==> config.mk <==
export PLATFORM = sky130hd
export DESIGN_NAME = sh4_fpu_lzc_pipe_flat
export DESIGN_NICKNAME = d
export VERILOG_FILES = /design/src/rtl/sh4_fpu_lzc_pipe_if.sv /design/src/rtl/sh4_fpu_lzc_pipe.sv /design/src/flat_wrapper.sv
export SDC_FILE = /design/constraint.sdc
export NUM_CORES = 1
export LEC_CHECK = 0
export ABC_AREA = 1
export BUFFER_PORTS_ARGS = -buffer_cell sky130_fd_sc_hd__buf_2
export CORE_ASPECT_RATIO = 0.5
export CORE_MARGIN = 4
export CORE_UTILIZATION = 52
export CTS_BUF_LIST = sky130_fd_sc_hd__clkbuf_8
export CTS_CLUSTER_SIZE = 20
export DETAILED_ROUTE_END_ITERATION = 8
export PLACE_DENSITY = 0.68
export SETUP_SLACK_MARGIN = 0.05
export SLEW_MARGIN = 20
export SYNTH_ARGS = -nofsm -noshare
export SYNTH_HDL_FRONTEND = slang
export SYNTH_SLANG_ARGS = --single-unit
==> constraint.sdc <==
create_clock -name clk -period 3.13 [get_ports clk]
set_clock_uncertainty 0.1 [all_clocks]
set_input_delay 0.1565 -clock clk [delete_from_list [all_inputs] [get_ports clk]]
set_output_delay 0.1565 -clock clk [all_outputs]
set_load 0.01 [all_outputs]
==> src/rtl/sh4_fpu_lzc_pipe_if.sv <==
// ---------------------------------------------------------------------------
// sh4_fpu_lzc_pipe_if
// Handshake and data bundle for the FPU leading/trailing-zero normaliser.
//
// Parameters:
//   WIDTH : operand width
//   TAGW  : width of the opaque sideband tag
//
// Signals:
//   in_valid / in_ready            : operand handshake (producer -> block)
//   in_data, in_mode, in_tag       : operand, 0 = CLZ / 1 = CTZ, sideband tag
//   out_valid / out_ready          : result handshake (block -> consumer)
//   out_count, out_zero            : zero count (CW bits), operand-was-zero flag
//   out_norm, out_tag              : shifted operand, returned tag
//   in_limit / out_limited         : shift clamp and clamp-hit flag, present
//                                    only when SH4_FPU_LZC_LIMIT_EN is defined
//
// Modports:
//   master : producer/consumer side (drives operands and out_ready)
//   slave  : the normaliser itself
// ---------------------------------------------------------------------------
interface sh4_fpu_lzc_pipe_if #(
  parameter int WIDTH = 32,
  parameter int TAGW  = 4
);
  localparam int CW = $clog2(WIDTH + 1);

  logic             in_valid;
  logic             in_ready;
  logic [WIDTH-1:0] in_data;
  logic             in_mode;
  logic [TAGW-1:0]  in_tag;
  logic             out_valid;
  logic             out_ready;
  logic [CW-1:0]    out_count;
  logic             out_zero;
  logic [WIDTH-1:0] out_norm;
  logic [TAGW-1:0]  out_tag;
`ifdef SH4_FPU_LZC_LIMIT_EN
  logic [CW-1:0]    in_limit;
  logic             out_limited;
`endif

  modport master (
    output in_valid, in_data, in_mode, in_tag, out_ready,
`ifdef SH4_FPU_LZC_LIMIT_EN
    output in_limit,
    input  out_limited,
`endif
    input  in_ready, out_valid, out_count, out_zero, out_norm, out_tag
  );

  modport slave (
    input  in_valid, in_data, in_mode, in_tag, out_ready,
`ifdef SH4_FPU_LZC_LIMIT_EN
    input  in_limit,
    output out_limited,
`endif
    output in_ready, out_valid, out_count, out_zero, out_norm, out_tag
  );
endinterface

==> src/rtl/sh4_fpu_lzc_pipe.sv <==
// ---------------------------------------------------------------------------
// sh4_fpu_lzc_pipe
// Two-stage pipelined leading/trailing-zero counter and normaliser used
// between the mantissa adder/multiplier and the rounder, and for FLOAT/FTRC
// and denormal handling.
//
// Parameters:
//   WIDTH : operand width (2..64)
//   TAGW  : sideband tag width
//   GROUP : bits per stage-1 sub-block, must divide WIDTH
//
// Ports:
//   clk  : clock
//   rst  : synchronous active-high reset
//   bus  : sh4_fpu_lzc_pipe_if.slave -- operand handshake in, result
//          handshake out (see the interface file for the signal list)
//
// Optional feature (macro SH4_FPU_LZC_LIMIT_EN):
//   Adds bus.in_limit / bus.out_limited. The applied shift becomes
//   min(count, in_limit), out_count reports that applied shift and
//   out_limited flags that the clamp was hit. out_zero still reflects the
//   raw operand.
//
// Timing: an operand accepted on one edge sits in S1 after it and in S2
// (driving the outputs) after the next, one result per cycle when the
// consumer is always ready; a stalled pipeline holds two operands.
// ---------------------------------------------------------------------------
module sh4_fpu_lzc_pipe #(
  parameter int WIDTH = 32,
  parameter int TAGW  = 4,
  parameter int GROUP = 8
) (
  input logic             clk,
  input logic             rst,
  sh4_fpu_lzc_pipe_if.slave bus
);

  localparam int CW  = $clog2(WIDTH + 1);
  localparam int NB  = WIDTH / GROUP;
  localparam int GCW = $clog2(GROUP + 1);

  // Stage 1 state
  logic                      s1_valid;
  logic [NB-1:0][GCW-1:0]    s1_cnt;
  logic [NB-1:0]             s1_nz;
  logic [WIDTH-1:0]          s1_data;
  logic                      s1_mode;
  logic [TAGW-1:0]           s1_tag;
`ifdef SH4_FPU_LZC_LIMIT_EN
  logic [CW-1:0]             s1_limit;
  logic                      s2_limited;
`endif

  // Stage 2 state (drives the outputs directly)
  logic                      s2_valid;
  logic [CW-1:0]             s2_count;
  logic                      s2_zero;
  logic [WIDTH-1:0]          s2_norm;
  logic [TAGW-1:0]           s2_tag;

  // Combinational helpers
  logic [NB-1:0][GCW-1:0]    blk_cnt;
  logic [NB-1:0]             blk_nz;
  logic [CW-1:0]             raw_cnt;
  logic [CW-1:0]             shift;
  logic                      limited;
  logic [WIDTH-1:0]          norm;
  logic                      s1_adv;
  logic                      s2_adv;

  // Each stage moves when the stage after it is empty or emptying, so a
  // draining S2 and a loading S1 can happen on the same edge.
  assign s2_adv       = !s2_valid || bus.out_ready;
  assign s1_adv       = !s1_valid || s2_adv;
  assign bus.in_ready = s1_adv && !rst;

  // Per-block local counts. Later loop iterations override earlier ones, so
  // scanning upward leaves the highest set bit (CLZ) and scanning downward
  // leaves the lowest set bit (CTZ). An all-zero block reports GROUP, but its
  // count is never selected because its nonzero flag is clear.
  always_comb begin
    blk_cnt = '0;
    blk_nz  = '0;
    for (int b = 0; b < NB; b++) begin
      blk_nz[b]  = |bus.in_data[b*GROUP +: GROUP];
      blk_cnt[b] = GCW'(GROUP);
      if (bus.in_mode) begin
        for (int i = GROUP - 1; i >= 0; i--) begin
          if (bus.in_data[b*GROUP + i]) blk_cnt[b] = GCW'(i);
        end
      end else begin
        for (int i = 0; i < GROUP; i++) begin
          if (bus.in_data[b*GROUP + i]) blk_cnt[b] = GCW'(GROUP - 1 - i);
        end
      end
    end
  end

  // Stage 2 combine: the first nonzero block from the MSB end (CLZ) or the
  // LSB end (CTZ) contributes its local count plus the width of all the
  // all-zero blocks in front of it. No nonzero block means count = WIDTH.
  always_comb begin
    raw_cnt = CW'(WIDTH);
    if (s1_mode) begin
      for (int b = NB - 1; b >= 0; b--) begin
        if (s1_nz[b]) raw_cnt = CW'(b * GROUP) + CW'(s1_cnt[b]);
      end
    end else begin
      for (int b = 0; b < NB; b++) begin
        if (s1_nz[b]) raw_cnt = CW'((NB - 1 - b) * GROUP) + CW'(s1_cnt[b]);
      end
    end

    shift   = raw_cnt;
    limited = 1'b0;
`ifdef SH4_FPU_LZC_LIMIT_EN
    // A zero operand has raw count WIDTH, so this also flags in_limit < WIDTH
    // for zero data.
    if (raw_cnt > s1_limit) begin
      shift   = s1_limit;
      limited = 1'b1;
    end
`endif

    // A zero operand shifts to zero in either direction, so no special case.
    if (s1_mode) norm = s1_data >> shift;
    else         norm = s1_data << shift;
  end

  // Stage 1 register: loads only on an accepted operand, otherwise holds.
  always_ff @(posedge clk) begin
    if (rst) begin
      s1_valid <= 1'b0;
      s1_cnt   <= '0;
      s1_nz    <= '0;
      s1_data  <= '0;
      s1_mode  <= 1'b0;
      s1_tag   <= '0;
`ifdef SH4_FPU_LZC_LIMIT_EN
      s1_limit <= '0;
`endif
    end else if (s1_adv) begin
      s1_valid <= bus.in_valid;
      if (bus.in_valid) begin
        s1_cnt   <= blk_cnt;
        s1_nz    <= blk_nz;
        s1_data  <= bus.in_data;
        s1_mode  <= bus.in_mode;
        s1_tag   <= bus.in_tag;
`ifdef SH4_FPU_LZC_LIMIT_EN
        s1_limit <= bus.in_limit;
`endif
      end
    end
  end

  // Stage 2 register: result fields only change when a new S1 entry moves
  // in, which keeps the outputs stable while the consumer stalls.
  always_ff @(posedge clk) begin
    if (rst) begin
      s2_valid   <= 1'b0;
      s2_count   <= '0;
      s2_zero    <= 1'b0;
      s2_norm    <= '0;
      s2_tag     <= '0;
`ifdef SH4_FPU_LZC_LIMIT_EN
      s2_limited <= 1'b0;
`endif
    end else if (s2_adv) begin
      s2_valid <= s1_valid;
      if (s1_valid) begin
        s2_count   <= shift;
        s2_zero    <= ~|s1_nz;
        s2_norm    <= norm;
        s2_tag     <= s1_tag;
`ifdef SH4_FPU_LZC_LIMIT_EN
        s2_limited <= limited;
`endif
      end
    end
  end

  assign bus.out_valid   = s2_valid;
  assign bus.out_count   = s2_count;
  assign bus.out_zero    = s2_zero;
  assign bus.out_norm    = s2_norm;
  assign bus.out_tag     = s2_tag;
`ifdef SH4_FPU_LZC_LIMIT_EN
  assign bus.out_limited = s2_limited;
`endif

endmodule

==> src/flat_wrapper.sv <==
// flat-port wrapper written by rule: the top's interface ports become plain ports
module sh4_fpu_lzc_pipe_flat 
#(
  parameter int WIDTH = 32,
  parameter int TAGW  = 4,
  parameter int GROUP = 8
)
  (clk, rst, bus_in_valid, bus_in_data, bus_in_mode, bus_in_tag, bus_out_ready, bus_in_ready, bus_out_valid, bus_out_count, bus_out_zero, bus_out_norm, bus_out_tag);
  sh4_fpu_lzc_pipe_if #(.WIDTH(WIDTH), .TAGW(TAGW)) bus_i ();
  input logic clk;
  input logic rst;
  input wire logic [$bits(bus_i.in_valid)-1:0] bus_in_valid;
  input wire logic [$bits(bus_i.in_data)-1:0] bus_in_data;
  input wire logic [$bits(bus_i.in_mode)-1:0] bus_in_mode;
  input wire logic [$bits(bus_i.in_tag)-1:0] bus_in_tag;
  input wire logic [$bits(bus_i.out_ready)-1:0] bus_out_ready;
  output wire logic [$bits(bus_i.in_ready)-1:0] bus_in_ready;
  output wire logic [$bits(bus_i.out_valid)-1:0] bus_out_valid;
  output wire logic [$bits(bus_i.out_count)-1:0] bus_out_count;
  output wire logic [$bits(bus_i.out_zero)-1:0] bus_out_zero;
  output wire logic [$bits(bus_i.out_norm)-1:0] bus_out_norm;
  output wire logic [$bits(bus_i.out_tag)-1:0] bus_out_tag;
  assign bus_i.in_valid = bus_in_valid;
  assign bus_i.in_data = bus_in_data;
  assign bus_i.in_mode = bus_in_mode;
  assign bus_i.in_tag = bus_in_tag;
  assign bus_i.out_ready = bus_out_ready;
  assign bus_in_ready = bus_i.in_ready;
  assign bus_out_valid = bus_i.out_valid;
  assign bus_out_count = bus_i.out_count;
  assign bus_out_zero = bus_i.out_zero;
  assign bus_out_norm = bus_i.out_norm;
  assign bus_out_tag = bus_i.out_tag;
  sh4_fpu_lzc_pipe #(.WIDTH(WIDTH), .TAGW(TAGW), .GROUP(GROUP)) u_core (.clk(clk), .rst(rst), .bus(bus_i));
endmodule
==> results of run 1 <==
worst min-delay path: stages:
cell and delay (ns):
buf_2 0.11, o21ai_0 0.09, a21oi_1 0.11
metal layers:
metal  up-vias  part of all wire  wire length, microns
met5         -                 0                     0
met4         0             0.020                   622
met3        74              0.16                  4960
met2       795              0.40                 12200
met1      4447              0.42                 13100
li1       4538                 -                     -
per-stage QoR:
stage / std cells / util
2_1_floorplan: 1304 / -
3_3_place_gp: 1520 / 0.582
3_5_place_dp: 1520 / 0.582
4_1_cts: 1548 / 0.605
5_1_grt: 1548 / 0.605
6_report: 1548 / 0.605
area by class of cell:
class / count / area share
clock buffer: 9 / 0.0147
clock inverter: 7 / 0.00817
inverter: 91 / 0.0405
multi-input combinational: 1023 / 0.569
sequential: 102 / 0.242
tap: 192 / 0.0285
timing repair buffer: 124 / 0.0967
flip-flops by register name, summed over array words and instances (netlist names):
name and count:
u_core.bus.out_norm 32, u_core.s1_data 32, u_core.s1_cnt 16, u_core.bus.out_count 6
u_core.bus.out_tag 4, u_core.s1_nz 4, u_core.s1_tag 4, u_core.bus.out_valid 1
u_core.bus.out_zero 1, u_core.s1_mode 1, u_core.s1_valid 1
cell usage after synthesis (all sizes together) (3+ instances only):
library cell	count	area (sq um)
o211ai	7	52.6
nand4	17	106
a211oi	4	30.0
nand2	292	1130
inv	90	338
clkbuf	36	135
nor2	87	337
nand3	405	2030
buf	52	317
o21ai	73	369
nor3	3	15.0
a21oi	114	571
dfxtp	102	2040
o31ai	9	67.6
a31oi	3	18.8
cell families after synthesis:
| group | Yosys count | synth area share |
|---|---|---|
| AOI/OAI and AO/OA | 215 | 0.151 |
| and+or+nand+nor | 808 | 0.477 |
| DFF | 102 | 0.268 |
| buffers and inverters | 179 | 0.104 |
repair_timing:
action / CTS / global route
gates resized for setup: 0 / 1
setup endpoints to repair: 0 / 3
endpoints found under the hold margin: 13 / 0
hold buffers: 12 / 0
worst max-delay path by stage:
stage          slack [ns]                 endpoint  cells past startpoint            start
6_report             0.20  u_core.bus.out_norm[19]                     13  u_core.s1_nz[0]
5_1_grt              0.08  u_core.bus.out_norm[19]                     14  u_core.s1_nz[0]
4_1_cts              0.33  u_core.bus.out_norm[19]                     13  u_core.s1_nz[0]
3_5_place_dp         0.37   u_core.bus.out_norm[6]                     18  u_core.s1_nz[2]
3_3_place_gp         0.41   u_core.bus.out_norm[6]                     18  u_core.s1_nz[1]
2_1_floorplan        1.14   u_core.bus.out_norm[6]                     17  u_core.s1_nz[2]
power groups by stage:
stage | Sequential, mW | Combinational [mW] | Clock (mW)
floorplan | 1.46 | 1.30 | 0
global placement | 1.45 | 1.89 | 0
detailed placement | 1.46 | 1.89 | 0
CTS | 1.43 | 1.91 | 0.876
global route | 1.44 | 2.15 | 0.937
finish | 1.43 | 2.01 | 0.876
cells in the final DEF (no fill, tap or decap), types with 3 or more instances in the layout:
master	synthesis	routed
a211oi_1	4	4
inv_2	7	7
nor3_1	3	3
o211ai_1	7	7
nand2_2	6	7
nor2_2	4	4
a31oi_1	3	3
buf_2	31	85
nand3_1	405	405
nand4_1	17	17
o21ai_0	65	65
o21ai_1	7	7
nor2_1	83	83
inv_1	83	83
nand2_1	284	283
dfxtp_1	102	102
o31ai_1	9	9
dlygate4sd3_1	0	12
buf_4	12	21
buf_12	0	5
clkbuf_8	0	9
a21oi_1	114	114
==> flow_metrics.env, run 1 <==
export IMPL_outcome="finished, final reports clean"
export IMPL_switching_share=0.476
export IMPL_drive_gt1_frac=0.110
export IMPL_dp_slack_ns=0.371
export IMPL_critical_path_required_ns=3.35
export IMPL_worstHoldStart="bus_in_data[16]"
export IMPL_grt_start_max_net_pins=81
export IMPL_dp_hpwl_microns=23000
export IMPL_yosysSeqAreaShare=0.268
export IMPL_viasPerCell=6.37
export IMPL_cpMostUsedCell="nand3_1"
export IMPL_design_area_sq_mm=0.00842
export IMPL_cts_made_buffers=9
export IMPL_critPathTopFamily="simple AND/OR/NAND/NOR gates"
export IMPL_rows=30
export IMPL_gr_total_overflow=0
export IMPL_yosysWarnings=0
export IMPL_p_seq_frac=0.331
export IMPL_port_buffer_count=85
export IMPL_fin_setup_tns_ns=0
export IMPL_power_internal_mw=2.26
export IMPL_p_comb_frac=0.466
export IMPL_synth_area_sq_mm=0.00762
export IMPL_critPathBufInv=3
export IMPL_timing_final_ws_setup_ns=0.204
export IMPL_grt_antenna_before_repair=0
export IMPL_drv_cap=0
export IMPL_critPathSlowestCell="dfxtp_1"
export IMPL_p_per_area_mw_per_mm2=512
export IMPL_setup_viol=0
export IMPL_postCtsSetupBuffers=0
export IMPL_ys_flop_type="dfxtp_1"
export IMPL_htree_levels=3
export IMPL_clk_root_buffer_cell="clkbuf_8"
export IMPL_drt_iter0_markers=1740
export IMPL_diodes=0
export IMPL_clock_sinks=102
export IMPL_fin_hold_ws_ns=0.0140
export IMPL_drcViolationCount=0
export IMPL_avgSynthCellArea_sq_um=5.84
export IMPL_period_needed_ns=2.93
export IMPL_route_vias_total=9854
export IMPL_r2r_slack_ns=0.20
export IMPL_die_x_microns=179
export IMPL_end_kind="flip-flop"
export IMPL_regArea_sq_mm=0.00204
export IMPL_crit_chain="inv_2, nand2_1, nand2_1, nand3_1, nand2_2, inv_2, buf_4, nand3_1, nand2_1, nand3_1, a21oi_1, nand3_1, a21oi_1"
export IMPL_hold_path_class="input port to flip-flop"
export IMPL_clock_path_buffers=2
export IMPL_cts_tree="done"
export IMPL_p_switching_mw=2.05
export IMPL_worstSetupPathType="flip-flop to flip-flop"
export IMPL_start_util=0.547
export IMPL_areaGrowthSynthToFinish_pct=10.6
export IMPL_fin_crit_sh=0.935
export IMPL_first_pass_iters=8
export IMPL_rsz0062_at_grt="no"
export IMPL_async_reset_ff_frac=0
export IMPL_hold_path_depth=3
export IMPL_cp_start_kind="flip-flop"
export IMPL_fin_nets=1392
export IMPL_ant_nets=0
export IMPL_slew_viol_final=0
export IMPL_leakage_nw=3.90
export IMPL_place_gp_congestion=1.04
export IMPL_ys_ff_latch=102
export IMPL_grtUsageMet3=0.113
export IMPL_synth_cell_types=33
export IMPL_min_to="u_core.s1_data[16]"
export IMPL_worst_pin_slew_ns=1.03
export IMPL_r2r_cells=13
export IMPL_n_fill_cell=1381
export IMPL_busiest_layer="met1"
export IMPL_clock_latency_ns=0.41
export IMPL_synth_edf_count=0
export IMPL_hold_violations=0
export IMPL_die_area_sq_mm=0.0168
export IMPL_r2r_start="u_core.s1_nz[0]"
export IMPL_clkPwrFrac=0.203
export IMPL_clk_pin_slew_worst_paths_ns=0.11
export IMPL_multi_input_area_sq_mm=0.00479
export IMPL_grt_pass1_wl_microns=47100
export IMPL_met2_usage=0.511
export IMPL_finalPower_mw=4.31
export IMPL_routed_wl_microns=31000
export IMPL_synthesis_nets=1345
export IMPL_netlist_instances=1304
export IMPL_wl_per_cell_microns=20.0
export IMPL_relSlewSlack=0.315
export IMPL_place_area_sq_mm=0.00811
export IMPL_use_met1=0.542
export IMPL_cp_arrival_ns=3.14
export IMPL_cp_max_fo=20
export IMPL_dieHeight_microns=93.6
export IMPL_cpPeakStageDelay_ns=0.52
export IMPL_worstReg2RegEnd="u_core.bus.out_norm[19]"
export IMPL_grt_pass1_vias=8322
export IMPL_peakVddDrop_mv=0.269
export IMPL_fmax_ghz=0.342
export IMPL_core_area_sq_mm=0.0139
export IMPL_grtUsageTotal=0.363
export IMPL_io_pins=86
Note: power is estimated with default switching activity, not from simulation.
==> inputs of run 2 (changes only) <==
- PLACE_DENSITY: 0.68 -> 0.71
- clock period: 3.13 -> 2.48 ns (I/O delays scaled with it)
==> flow_metrics.env, run 2 (synthesized netlist as in run 1, its figures left out) <==
export IMPL_outcome="finished, violations left"
export IMPL_violations="design-rule violations"
export IMPL_drt_iter0_markers=1849
export IMPL_r2r_cells=13
export IMPL_hold_path_class="input port to flip-flop"
export IMPL_fmax_ghz=0.412
export IMPL_cp_start_kind="flip-flop"
export IMPL_clock_path_buffers=2
export IMPL_critPathBufInv=2
export IMPL_clock_sinks=102
export IMPL_timing_final_ws_setup_ns=0.0533
export IMPL_place_gp_congestion=1.03
export IMPL_drv_cap=0
export IMPL_leakage_nw=4.20
export IMPL_gr_total_overflow=0
export IMPL_clk_pin_slew_worst_paths_ns=0.12
export IMPL_layout_commonest_cell="nand3_1"
export IMPL_setup_viol=0
export IMPL_grtUsageTotal=0.383
export IMPL_drcViolationCount=18
export IMPL_cp_arrival_ns=2.57
export IMPL_cpMostUsedCell="nand3_1"
export IMPL_crit_chain="inv_4, nand3_1, nand3_1, nand2_1, nand2_4, clkbuf_16, nand3_1, nand3_1, nand2_1, o211ai_1, nand3_1, nand3_1, a21oi_1"
export IMPL_dp_slack_ns=0.0189
export IMPL_clk_root_buffer_cell="clkbuf_8"
export IMPL_cp_max_fo=9
export IMPL_n_fill_cell=1265
export IMPL_htree_levels=3
export IMPL_cts_made_buffers=9
export IMPL_worstSetupPathType="flip-flop to flip-flop"
export IMPL_drive_gt1_frac=0.156
export IMPL_grt_antenna_before_repair=0
export IMPL_core_area_sq_mm=0.0139
export IMPL_grt_pass1_vias=8678
export IMPL_fin_crit_sh=0.979
export IMPL_grt_pass1_wl_microns=49800
export IMPL_finalPower_mw=5.78
export IMPL_fin_hold_ws_ns=0.00838
export IMPL_p_per_area_mw_per_mm2=633
export IMPL_ant_nets=0
export IMPL_first_pass_iters=9
export IMPL_clock_latency_ns=0.41
export IMPL_cts_tree="done"
export IMPL_hold_violations=0
export IMPL_routed_wl_microns=34000
export IMPL_critPathTopFamily="simple AND/OR/NAND/NOR gates"
export IMPL_rows=30
export IMPL_end_kind="flip-flop"
export IMPL_critical_path_required_ns=2.62
export IMPL_period_needed_ns=2.43
export IMPL_fin_setup_tns_ns=0
export IMPL_critPathSlowestCell="dfxtp_4"
export IMPL_relSlewSlack=0.576
export IMPL_die_x_microns=179
export IMPL_cpPeakStageDelay_ns=0.39
export IMPL_worstSetupPathDepth=13
export IMPL_design_area_sq_mm=0.00914
export IMPL_slew_viol_final=0
export IMPL_io_pins=86
export IMPL_hold_path_depth=3
export IMPL_start_util=0.547
export IMPL_wl_per_cell_microns=21.5
export IMPL_layout_common_cells="nand3_1, nand2_1, a21oi_1"
export IMPL_worst_pin_slew_ns=0.637
export IMPL_fin_nets=1423
export IMPL_areaGrowthSynthToFinish_pct=19.9
export IMPL_place_area_sq_mm=0.00835
export IMPL_port_buffer_count=85
export IMPL_diodes=0
export IMPL_die_area_sq_mm=0.0168
export IMPL_dp_hpwl_microns=23400
export IMPL_peakVddDrop_mv=0.392
export IMPL_viasPerCell=6.59
export IMPL_grt_start_max_net_pins=86
export IMPL_rsz0062_at_grt="yes"
export IMPL_route_vias_total=10405
export IMPL_dieHeight_microns=93.6
## run 2: final timing paths
check                           slack [ns]                     from                       to
worst max-delay path                  0.05          u_core.s1_nz[2]  u_core.bus.out_norm[30]
worst min-delay path                 0.008          bus_in_data[19]       u_core.s1_data[19]
worst max register to register        0.05          u_core.s1_nz[2]  u_core.bus.out_norm[30]
worst min register to register        0.37  u_core.bus.out_norm[16]  u_core.bus.out_norm[16]
## run 2: routing by layer
| metal | up-vias | track usage | share of wire |
|---|---|---|---|
| met2 | 974 | 0.526 | 0.39 |
| met1 | 4672 | 0.573 | 0.41 |
| met5 | - | 0 | 0 |
| met4 | 0 | 0.0944 | 0.033 |
| li1 | 4617 | - | - |
| met3 | 142 | 0.119 | 0.17 |
## run 2: through the flow
step,util,cells
5_1_grt,0.656,1579
3_5_place_dp,0.600,1534
3_3_place_gp,0.600,1534
2_1_floorplan,-,1304
6_report,0.656,1579
4_1_cts,0.629,1570
## run 2: layout make-up
| type | instances | area [sq um] | area share |
|---|---|---|---|
| Tap cell | 192 | 240 | 0.0263 |
| Timing Repair Buffer | 155 | 1310 | 0.144 |
| Clock buffer | 10 | 138 | 0.0151 |
| Inverter | 91 | 353 | 0.0386 |
| Sequential cell | 102 | 2060 | 0.225 |
| Clock inverter | 6 | 63.8 | 0.00698 |
| Multi-Input combinational cell | 1023 | 4970 | 0.544 |
## run 2: report_power, final
part / internal [mW] / switching, mW
logic: 0.904 / 1.94
clock network: 0.422 / 0.710
registers: 1.74 / 0.0632
## run 2: worst register-to-register path, cell delays in order (launching register included)
cell       delay (ns)
dfxtp_4          0.39
inv_4            0.10
nand3_1          0.09
nand3_1          0.09
nand2_1          0.08
nand2_4          0.16
clkbuf_16        0.19
nand3_1          0.19
nand3_1          0.15
nand2_1          0.08
o211ai_1         0.26
nand3_1          0.21
nand3_1          0.13
a21oi_1          0.06
## run 2: what timing repair did
item	CTS	global route
gates resized for setup	5	50
cloned	0	7
buffers inserted	1	1
pin swaps	0	3
endpoints found under the setup margin	8	32
hold buffers	19	1
hold endpoints to repair	23	1
